## src/rtl/muldiv_pkg.sv

```systemverilog
// Shared types and constants for the iterative multiply/divide unit.
// MULDIV_DIV_EN enables the divide datapath; without it only MULT/MULTU are accepted.
package muldiv_pkg;

  localparam int DATA_W_DEF = 32;
  localparam int ITER       = DATA_W_DEF;

  localparam logic [1:0] OP_MULT  = 2'b00;
  localparam logic [1:0] OP_MULTU = 2'b01;
  localparam logic [1:0] OP_DIV   = 2'b10;
  localparam logic [1:0] OP_DIVU  = 2'b11;

`ifdef MULDIV_DIV_EN
  localparam bit DIV_EN = 1'b1;
`else
  localparam bit DIV_EN = 1'b0;
`endif

  typedef enum logic [2:0] {
    S_IDLE,
    S_PREP,
    S_CALC,
    S_FIX,
    S_DONE
  } state_e;

  // op[0] clear selects the signed variant of both MULT and DIV
  function automatic logic op_is_signed(input logic [1:0] op);
    return !op[0];
  endfunction

endpackage

```

## src/rtl/muldiv_step.sv

```systemverilog
// One radix-2 iteration: shift-add for multiply, restoring shift-subtract for divide.
// The divide half exists only when MULDIV_DIV_EN is defined.
module muldiv_step
  import muldiv_pkg::*;
#(
  parameter int DATA_W = DATA_W_DEF
) (
  input  logic                  is_div_i,
  input  logic [2*DATA_W-1:0]   acc_i,
  input  logic [DATA_W-1:0]     opnd_i,
  output logic [2*DATA_W-1:0]   acc_o
);

  logic [DATA_W:0]      sum;
  logic [2*DATA_W-1:0]  mul_nxt;
  logic [2*DATA_W-1:0]  div_nxt;

  // acc = {partial product, unconsumed multiplier bits}; carry lands in the top bit
  assign sum     = {1'b0, acc_i[2*DATA_W-1:DATA_W]} + (acc_i[0] ? {1'b0, opnd_i} : '0);
  assign mul_nxt = {sum, acc_i[DATA_W-1:1]};

`ifdef MULDIV_DIV_EN
  logic [DATA_W:0] diff;
  logic            q_bit;

  // acc = {remainder, unconsumed dividend bits}; quotient bits enter at the LSB
  assign diff    = acc_i[2*DATA_W-1:DATA_W-1] - {1'b0, opnd_i};
  assign q_bit   = ~diff[DATA_W];
  assign div_nxt = {(q_bit ? diff[DATA_W-1:0] : acc_i[2*DATA_W-2:DATA_W-1]),
                    acc_i[DATA_W-2:0], q_bit};
`else
  assign div_nxt = acc_i;
`endif

  assign acc_o = is_div_i ? div_nxt : mul_nxt;

endmodule

```

## src/rtl/muldiv_unit.sv

```systemverilog
// Iterative 32-bit multiply/divide with HI/LO result registers and one LO write-back.
// MULDIV_DIV_EN adds DIV/DIVU; otherwise divide ops are rejected with an illegal pulse.
module muldiv_unit
  import muldiv_pkg::*;
#(
  parameter int DATA_W = DATA_W_DEF
) (
  input  logic              clk,
  input  logic              rst_n,
  input  logic              start,
  input  logic [1:0]        op,
  input  logic [DATA_W-1:0] src_a,
  input  logic [DATA_W-1:0] src_b,
  input  logic [4:0]        dst_addr,
  output logic              busy,
  output logic              done,
  output logic              div_zero,
  output logic              illegal,
  output logic [DATA_W-1:0] hi,
  output logic [DATA_W-1:0] lo,
  output logic              wb_we,
  output logic [4:0]        wb_addr,
  output logic [DATA_W-1:0] wb_data
);

  localparam int CW = $clog2(DATA_W);

  state_e                state_q;
  logic                  sgn_q, div_q, neg_q, rneg_q;
  logic [DATA_W-1:0]     src_a_q, src_b_q, opnd_q;
  logic [4:0]            dst_q;
  logic [2*DATA_W-1:0]   acc_q;
  logic [CW-1:0]         cnt_q;
  logic [DATA_W-1:0]     hi_q, lo_q, wb_data_q;
  logic [4:0]            wb_addr_q;
  logic                  busy_q, done_q, ill_q, dz_q, wb_we_q;

  logic [DATA_W-1:0]     abs_a, abs_b;
  logic                  sa, sb;
  logic [2*DATA_W-1:0]   step_acc, prod;
  logic [DATA_W-1:0]     quo, rem, hi_d, lo_d;

  muldiv_step #(.DATA_W(DATA_W)) u_step (
    .is_div_i (div_q),
    .acc_i    (acc_q),
    .opnd_i   (opnd_q),
    .acc_o    (step_acc)
  );

  always_comb begin
    sa    = sgn_q & src_a_q[DATA_W-1];
    sb    = sgn_q & src_b_q[DATA_W-1];
    abs_a = sa ? -src_a_q : src_a_q;
    abs_b = sb ? -src_b_q : src_b_q;
    prod  = neg_q  ? -acc_q : acc_q;
    quo   = neg_q  ? -acc_q[DATA_W-1:0] : acc_q[DATA_W-1:0];
    rem   = rneg_q ? -acc_q[2*DATA_W-1:DATA_W] : acc_q[2*DATA_W-1:DATA_W];
    hi_d  = prod[2*DATA_W-1:DATA_W];
    lo_d  = prod[DATA_W-1:0];
    if (div_q) begin
      // divide by zero is defined rather than trapped
      if (src_b_q == '0) begin
        hi_d = src_a_q;
        lo_d = '1;
      end else begin
        hi_d = rem;
        lo_d = quo;
      end
    end
  end

  always_ff @(posedge clk or negedge rst_n) begin
    if (!rst_n) begin
      state_q   <= S_IDLE;
      sgn_q     <= 1'b0;
      div_q     <= 1'b0;
      neg_q     <= 1'b0;
      rneg_q    <= 1'b0;
      src_a_q   <= '0;
      src_b_q   <= '0;
      opnd_q    <= '0;
      dst_q     <= '0;
      acc_q     <= '0;
      cnt_q     <= '0;
      hi_q      <= '0;
      lo_q      <= '0;
      wb_data_q <= '0;
      wb_addr_q <= '0;
      busy_q    <= 1'b0;
      done_q    <= 1'b0;
      ill_q     <= 1'b0;
      dz_q      <= 1'b0;
      wb_we_q   <= 1'b0;
    end else begin
      done_q  <= 1'b0;
      wb_we_q <= 1'b0;
      ill_q   <= 1'b0;
      case (state_q)
        S_IDLE: if (start) begin
          if (op[1] && !DIV_EN) begin
            ill_q <= 1'b1;
          end else begin
            sgn_q   <= op_is_signed(op);
            div_q   <= DIV_EN && op[1];
            src_a_q <= src_a;
            src_b_q <= src_b;
            dst_q   <= dst_addr;
            dz_q    <= 1'b0;
            busy_q  <= 1'b1;
            state_q <= S_PREP;
          end
        end
        S_PREP: begin
          acc_q   <= {{DATA_W{1'b0}}, (div_q ? abs_a : abs_b)};
          opnd_q  <= div_q ? abs_b : abs_a;
          neg_q   <= sa ^ sb;
          rneg_q  <= sa;
          cnt_q   <= '0;
          state_q <= S_CALC;
        end
        S_CALC: begin
          acc_q <= step_acc;
          cnt_q <= cnt_q + 1'b1;
          if (cnt_q == CW'(DATA_W-1)) state_q <= S_FIX;
        end
        S_FIX: begin
          hi_q    <= hi_d;
          lo_q    <= lo_d;
          dz_q    <= div_q && (src_b_q == '0);
          done_q  <= 1'b1;
          if (dst_q != 5'd0) begin
            wb_we_q   <= 1'b1;
            wb_addr_q <= dst_q;
            wb_data_q <= lo_d;
          end
          state_q <= S_DONE;
        end
        S_DONE: begin
          busy_q  <= 1'b0;
          state_q <= S_IDLE;
        end
        default: state_q <= S_IDLE;
      endcase
    end
  end

  assign busy     = busy_q;
  assign done     = done_q;
  assign illegal  = ill_q;
  assign div_zero = DIV_EN ? dz_q : 1'b0;
  assign hi       = hi_q;
  assign lo       = lo_q;
  assign wb_we    = wb_we_q;
  assign wb_addr  = wb_addr_q;
  assign wb_data  = wb_data_q;

endmodule

```

## config.mk

```make
export PLATFORM = sky130hd
export DESIGN_NAME = muldiv_unit
export DESIGN_NICKNAME = d
export VERILOG_FILES = /design/src/rtl/muldiv_pkg.sv /design/src/rtl/muldiv_step.sv /design/src/rtl/muldiv_unit.sv
export SDC_FILE = /design/constraint.sdc
export NUM_CORES = 1
export LEC_CHECK = 0
export CAP_MARGIN = 10
export CORE_MARGIN = 8
export CORE_UTILIZATION = 57
export DETAILED_ROUTE_END_ITERATION = 12
export GPL_TIMING_DRIVEN = 0
export PLACE_DENSITY = 0.88
export SETUP_SLACK_MARGIN = 0.1
export SLEW_MARGIN = 20
export SYNTH_ARGS = -nofsm -noshare
export SYNTH_HDL_FRONTEND = slang
export SYNTH_SLANG_ARGS = --single-unit
```

## constraint.sdc

```tcl
create_clock -name clk -period 4 [get_ports clk]
set_clock_uncertainty 0.15 [all_clocks]
set_input_delay 0.8 -clock clk [delete_from_list [all_inputs] [get_ports clk]]
set_output_delay 0.8 -clock clk [all_outputs]
set_load 0.1 [all_outputs]
```

==> results.txt, run 1 <==
Via count of the first global-routing pass: 13,600. Clock-pin slew was measured on the worst setup and hold paths at 0.07 ns. The number of max-capacitance violations reported was 0.

Once layout is complete, the utilization of the core stands at 69.9%. The category of the worst setup path capture point was a flip-flop. Row generation in the floorplan step produced 60 rows. The type of the worst setup path was reg -> reg. The number of clock buffers added by TritonCTS is 29. The portion of the post-synthesis area used by sequential elements is 45.6%. The pin count of the biggest net entering global routing was 102. The run gives 0.0325 sq mm as the full die area.

The share of synthesized registers carrying an async set or reset is 100%, and the first-pass GRT wire length is 72.9 mm. The slowest stage of the critical path belongs to the cell sky130_fd_sc_hd__dfrtp_1. For this configuration, the core starts out at a cell density of 57.5%.

The synthesized net count was 1,770; the total non-filler cell area in the finished layout was 0.0187 sq mm. Of the cells placed in the final design, the portion with a size suffix greater than 1 is 7.88%. In this run, synthesis inferred 0 flip-flops with an integrated enable.

The total number of H-tree levels was 1; the final-report setup violation count was 0. The area growth from synthesis to layout works out to 21.6%. The slew at the pin closest to its max-slew limit is 1.18 ns, and the number of warnings reported in the yosys synthesis log is 0. For the count of hold buffers inserted by post-cts repair, the log shows 0. Leaving out fill and tap cells, the most frequent cells in the layout are sky130_fd_sc_hd__dfrtp_1, sky130_fd_sc_hd__nand2_1, sky130_fd_sc_hd__o21ai_0. The startpoint kind of the worst setup timing path was a flip-flop. The class of the most critical hold timing path was in -> async. Horizontal die dimension: 180 um. The final-stage net count came out at 1,980. The placed cell area was 0.0176 sq mm; the total global-route track usage was 27.2%.

The detail route stage leaves a number of antenna-violating nets equal to 0. The initial antenna violation count was 0; the post-synthesis instance area was 0.0154 sq mm. Based on the critical path, the design can be clocked at up to 0.271 GHz.

The HPWL reported at the end of detailed placement is 34.4 mm, and the routed wire length is 45.9 mm. The worst-case headroom to the max-slew limit came out at 20.7%. The minimum period implied by the final worst setup slack was 3.69 ns. The largest incremental delay on the critical path was 0.64 ns; the placeable core region was 0.0267 sq mm. The repair_antennas step left the layout with diodes totalling 0. The source-to-sink clock delay at the later pin of the worst-skew pair was 0.57 ns. The highest fanout seen on the critical path is 10. The root buffer cell chosen for the clock tree is sky130_fd_sc_hd__clkbuf_16. The tools report the final number of hold-violating endpoints as 0.

In the synthesized netlist the dominant register cell turns out to be sky130_fd_sc_hd__dfrtp_1. Dividing the detail-routed wire length by the instance count gives 20.6 um. The launch point of the critical path was acc_q[0]. The mean instance size in the synthesized netlist works out to 9.26 sq um.

Walking the worst path, the cells encountered are clkbuf_1 > and2_1 > ha_1 > and2_0 > nand3_1 > a21oi_1 > o21ai_0 > o21ai_0 > or4b_2 > nand3_1. The share of the clock period used by the worst path after layout was 92.4%. TritonCTS built the clock tree. Dividing the detail-routed via count by the number of cells gives 6.21.

During placement, the flow inserted port buffers numbering 178. The via count is 13,900, and the number of ports placed on the die boundary is 180. The worst register-to-register path has a setup slack of 0.31 ns. The cell count after synthesis was 1,658; the number of max-slew violations in the final report was 0. For this run, design rule violations remaining after detail routing come to 0.

Setup repair after global routing left no endpoint under its margin. The clock passes through at most 3 buffers. At the end of routability-driven placement, the weighted congestion stood at 0.972. In this run, the number of DRC markers left after iteration 0 of detailed routing was 1,439. Global routing finished with a remaining overflow of 0. The register bit count reported by yosys works out to 280. The run finished with clean final reports. The logs give 7 for the total iterations of the first detailed-routing run and 73 for the number of distinct standard cells referenced by the synthesized netlist.

The worst endpoint data arrival time came out at 4.03 ns. The startpoint identified for the worst register-to-register timing path is acc_q[0]. In this run the vertical extent of the chip is 180 um. The commonest non-fill, non-tap cell in the layout was sky130_fd_sc_hd__dfrtp_1. The logs give 0 for the number of setup buffers added after CTS and 280 for the TritonCTS sink count. The tools report the data required time at the worst endpoint as 4.34 ns.
[flip-flops by register name, summed over array words and instances, names as in the netlist]
name,cells
done,1
hi,32
src_b_q,32
wb_addr,5
state_q,3
cnt_q,5
wb_data,32
lo,32
sgn_q,1
acc_q,64
src_a_q,32
wb_we,1
illegal,1
busy,1
neg_q,1
opnd_q,32
dst_q,5
[path summary, 6_finish.rpt]
path	to	cells after the start
worst max-delay path	acc_q[52]	10
worst min-delay path	src_b_q[10]	1
worst max register to register	acc_q[52]	10
worst min register to register	opnd_q[12]	2
max in group asynchronous	hi[16]	2
min in group clk	opnd_q[12]	2
[per-stage QoR]
stage	TNS, ns	cells	setup slack, ns	hold slack (ns)
after floorplan	0	1658	1.04	0.288
after global placement	-2627.68	2177	-9.41	0.304
after detailed placement	0	2179	0.179	0.313
after CTS	0	2233	0.139	0.122
after global routing	0	2232	0.154	0.149
final	0	2232	0.305	0.109
[synth_stat cells, drive strengths merged (4+ instances only)]
| library cell | count | area (sq um) |
|---|---|---|
| mux2 | 61 | 687 |
| nand4b | 4 | 35.0 |
| o31ai | 38 | 285 |
| o31a | 4 | 35.0 |
| inv | 28 | 105 |
| ha | 37 | 463 |
| o211ai | 6 | 45.0 |
| a22o | 15 | 131 |
| nand4 | 16 | 100 |
| o21ai | 236 | 1180 |
| nand2b | 5 | 31.3 |
| xnor2 | 46 | 403 |
| o21bai | 7 | 52.6 |
| nor4 | 17 | 143 |
| or4 | 11 | 93.8 |
| and3 | 4 | 25.0 |
| a22oi | 29 | 218 |
| or2 | 8 | 50.1 |
| o41ai | 12 | 128 |
| a21oi | 72 | 360 |
| nand3 | 25 | 125 |
| nor2 | 66 | 248 |
| a21o | 9 | 67.6 |
| clkbuf | 98 | 368 |
| nor3 | 30 | 155 |
| dfrtp | 280 | 7010 |
| buf | 8 | 51.3 |
| o22ai | 7 | 43.8 |
| xor2 | 93 | 815 |
| and2 | 36 | 225 |
| nor2b | 7 | 43.8 |
| o21a | 8 | 60.1 |
| or3 | 25 | 161 |
| a31oi | 12 | 75.1 |
| a211oi | 6 | 45.0 |
| nand2 | 256 | 961 |
[kinds of logic after synthesis]
family                   Yosys count  share of synthesized area [%]
AO/OA/AOI/OAI                    485                           19.3
XOR/XNOR                         139                           7.93
adder cells (fa/ha/maj)           38                           3.14
buffers and inverters            135                           3.44
flip-flops                       280                           45.6
multiplexers                      62                           4.54
other                              1                         0.0244
AND/OR/NAND/NOR                  518                           16.0
[timing repair]
item / 4_1_cts / 5_1_grt
endpoints found under the setup margin: 0 / 11
hold endpoints to repair: 0 / 0
gates resized for setup: 0 / 3
[cell type report]
type	instances	area, sq um
fillers	1947	8050
clock inverters	17	219
well taps	341	427
repair buffers	180	1840
inverters	29	109
multi-input cells	1243	7840
flip-flops and latches	280	7010
plain buffers	105	415
clock buffers	37	826
[metal layers]
metal | wire length (um) | vias to the layer above | track usage, %
met5 | 0 | - | 0
met4 | 1190 | 0 | 8.37
met3 | 4230 | 99 | 5.50
met2 | 21300 | 695 | 44.7
met1 | 19200 | 6734 | 35.9
li1 | - | 6327 | -
[critical path: cells and delay by family (launching register included)]
kind                       cells  cell delay (ns)
adders and majority gates      1             0.31
AOI/OAI and AO/OA              3             0.80
DFF                            1             0.64
and+or+nand+nor                5             1.43
buffers and inverters          1             0.30
Power of run 1 is not shown: default switching activity piles up to over one toggle a cycle in this logic, so the estimate is an artifact.
==> run 2: changes to the inputs <==
--- a/config.mk
+++ b/config.mk
@@ -16,3 +16,4 @@
 export SYNTH_ARGS = -nofsm -noshare
 export SYNTH_HDL_FRONTEND = slang
 export SYNTH_SLANG_ARGS = --single-unit
+export TNS_END_PERCENT = 20
==> run 2 against run 1 <==
Via count is 0.17% higher. Core utilization about the same. First-iteration DRC count shrank 1.3%. Global-route usage unchanged. Worst hold slack gained 0.00089 ns. Fmax is 0.85% lower.
==> results.txt, run 2 (synthesis gave the netlist of run 1 again) <==
TritonCTS created 29 clock buffers. Number of max-capacitance violations reported: 0. Post-detailed-route wirelength per cell: 20.6 um. The worst reg2reg path depth came out at 10.

The library cell used most frequently in the layout, excluding fill and tap cells, is sky130_fd_sc_hd__dfrtp_1. The die is 180 um tall. Cells fill 69.9% of the core in the end. The number of flip-flops under the largest register name came out at 64. The die covers 0.0325 sq mm. The area growth from synthesis to layout works out to 21.6%.

For the final-report setup violation count, the log shows 0. After floorplanning, the core was divided into 60 placement rows. The via count was 13,900; the highest fanout seen on the critical path was 10. The per-cell via count in the routed design came out at 6.22. The initial antenna violation count is 0. More flip-flops sit in one register than any other, and that register is acc_q. The final layout contains routed wiring with a total length of 45.9 mm. During I/O placement, the number of pins put on the boundary was 180. Timing would allow up to 0.268 GHz.

Leaving out fill and tap cells, the most frequent cells in the layout are sky130_fd_sc_hd__dfrtp_1, sky130_fd_sc_hd__nand2_1, sky130_fd_sc_hd__o21ai_0. The worst pin sits at a relative slew slack of 24.0%. No sink is reached through more buffers than the 3 on the longest clock path.

The worst setup path is launched from a flip-flop. The run gives 0.972 as the routability congestion estimate from global placement. Detailed placement ended at an HPWL of 34.4 mm.

The ratio of cells with drive above 1 in the final layout is 7.77%, and the number of setup buffers added after CTS is 0. The first global-routing pass estimated 72.9 mm of wire. In the routed design, unresolved DRC markers number 0.

Beginning of the worst register-to-register path: acc_q[0]. The pin count of the biggest net entering global routing is 102. The count of buffers inserted at the top-level ports was 178. The CTS clock-pin slew for the worst setup and hold paths came out at 0.07 ns. After floorplanning, the core was sized to cover 0.0267 sq mm. Across all register-to-register paths, the minimum setup slack is 0.27 ns. The first TritonRoute pass finished after 6 iterations.

The worst setup path is captured at a flip-flop. The flow ran to the end, and the final reports show no timing, DRC or antenna violations. Hold repair after CTS inserted 0 buffers. The clock reaches the later pin of the worst-skew pair after 0.57 ns. The logs give 4.02 ns for the worst endpoint data arrival time and 0 for the number of max-slew violations in the final report.

For the final number of hold-violating endpoints, the log shows 0. TritonCTS built the clock tree. The run gives 27.2% as the total global-route track usage. The count of nets left with antenna violations once routing finished came out at 0. The starting density of the core was 57.5%. The total overflow left after global routing is 0.

For the number of antenna repair diodes, the log shows 0. The data required time at the worst endpoint is 4.29 ns, and the share of the clock period used by the worst path after layout is 93.2%. The run gives 13,600 as the via count of the first global-routing pass. The tools report the total number of H-tree levels as 1. For the pin with the worst max-slew slack, the measured transition is 1.13 ns.

Class of the most critical hold timing path: in -> async. Root cell of the clock tree: sky130_fd_sc_hd__clkbuf_16. The minimum period implied by the final worst setup slack came out at 3.73 ns. The critical path is of the reg -> reg type.

In this run the horizontal extent of the chip is 180 um. The run gives 1,980 as the final-stage net count. Setup repair after global routing could not meet its margin everywhere. Counting every sink on the clock net gives 280. In this run the critical register-to-register path is captured at acc_q[58].

The tools report the number of violations reported at the end of detailed-routing iteration 0 as 1,421.
[run 2: cell types whose count changed in the layout (fill, tap and decap cells not counted)]
cell | before | now
sky130_fd_sc_hd__o31ai_2 | 2 | 0
sky130_fd_sc_hd__o31ai_1 | 36 | 38
[run 2: area by class of cell]
| cell class | instances | area, sq um |
|---|---|---|
| clock inverters | 17 | 219 |
| plain buffers | 105 | 415 |
| flip-flops and latches | 280 | 7010 |
| repair buffers | 180 | 1840 |
| multi-input cells | 1243 | 7830 |
| inverters | 29 | 109 |
| clock buffers | 37 | 826 |
| well taps | 341 | 427 |
| fillers | 1946 | 8060 |
[run 2: per-layer routing]
metal	part of all wire [%]	up-vias	global-route usage (%)
li1	-	6334	-
met1	42	6739	35.9
met2	47	697	44.7
met3	9.1	109	5.50
met4	2.6	0	8.37
met5	0	-	0
[run 2: worst max-delay path: stages, from the launching register on]
cell                       delay (ns)
sky130_fd_sc_hd__dfrtp_1         0.62
sky130_fd_sc_hd__clkbuf_1        0.29
sky130_fd_sc_hd__and2_1          0.25
sky130_fd_sc_hd__ha_1            0.24
sky130_fd_sc_hd__and2_0          0.34
sky130_fd_sc_hd__nor2b_1         0.25
sky130_fd_sc_hd__and3_1          0.18
sky130_fd_sc_hd__a21oi_1         0.19
sky130_fd_sc_hd__o31ai_1         0.71
sky130_fd_sc_hd__nor3b_1         0.26
sky130_fd_sc_hd__o21ai_0         0.10
[run 2: repair_timing]
item / CTS / global route
endpoints found under the setup margin: 0 / 11
gates resized for setup: 0 / 1
hold endpoints to repair: 0 / 0
[run 2: metrics by stage]
stage / hold slack [ns] / std cells / worst slack (ns) / instance area [sq um] / setup TNS (ns)
2_1_floorplan: 0.288 / 1658 / 1.04 / 15400 / 0
3_3_place_gp: 0.304 / 2177 / -9.41 / 17600 / -2627.68
3_5_place_dp: 0.313 / 2179 / 0.179 / 17600 / 0
4_1_cts: 0.122 / 2233 / 0.139 / 18700 / 0
5_1_grt: 0.149 / 2232 / 0.0878 / 18700 / 0
6_report: 0.110 / 2232 / 0.274 / 18700 / 0
[run 2: worst max path at each step]
stage	start	to	slack [ns]	cells after the start
CTS	acc_q[0]	acc_q[57]	0.14	13
detailed placement	acc_q[0]	acc_q[57]	0.18	13
global route	acc_q[0]	acc_q[58]	0.09	10
global placement	rst_n	hi[17]	-9.41	1
finish	acc_q[0]	acc_q[58]	0.27	10
floorplan	acc_q[0]	acc_q[59]	1.04	13
Power of run 2 is left out for the same reason.
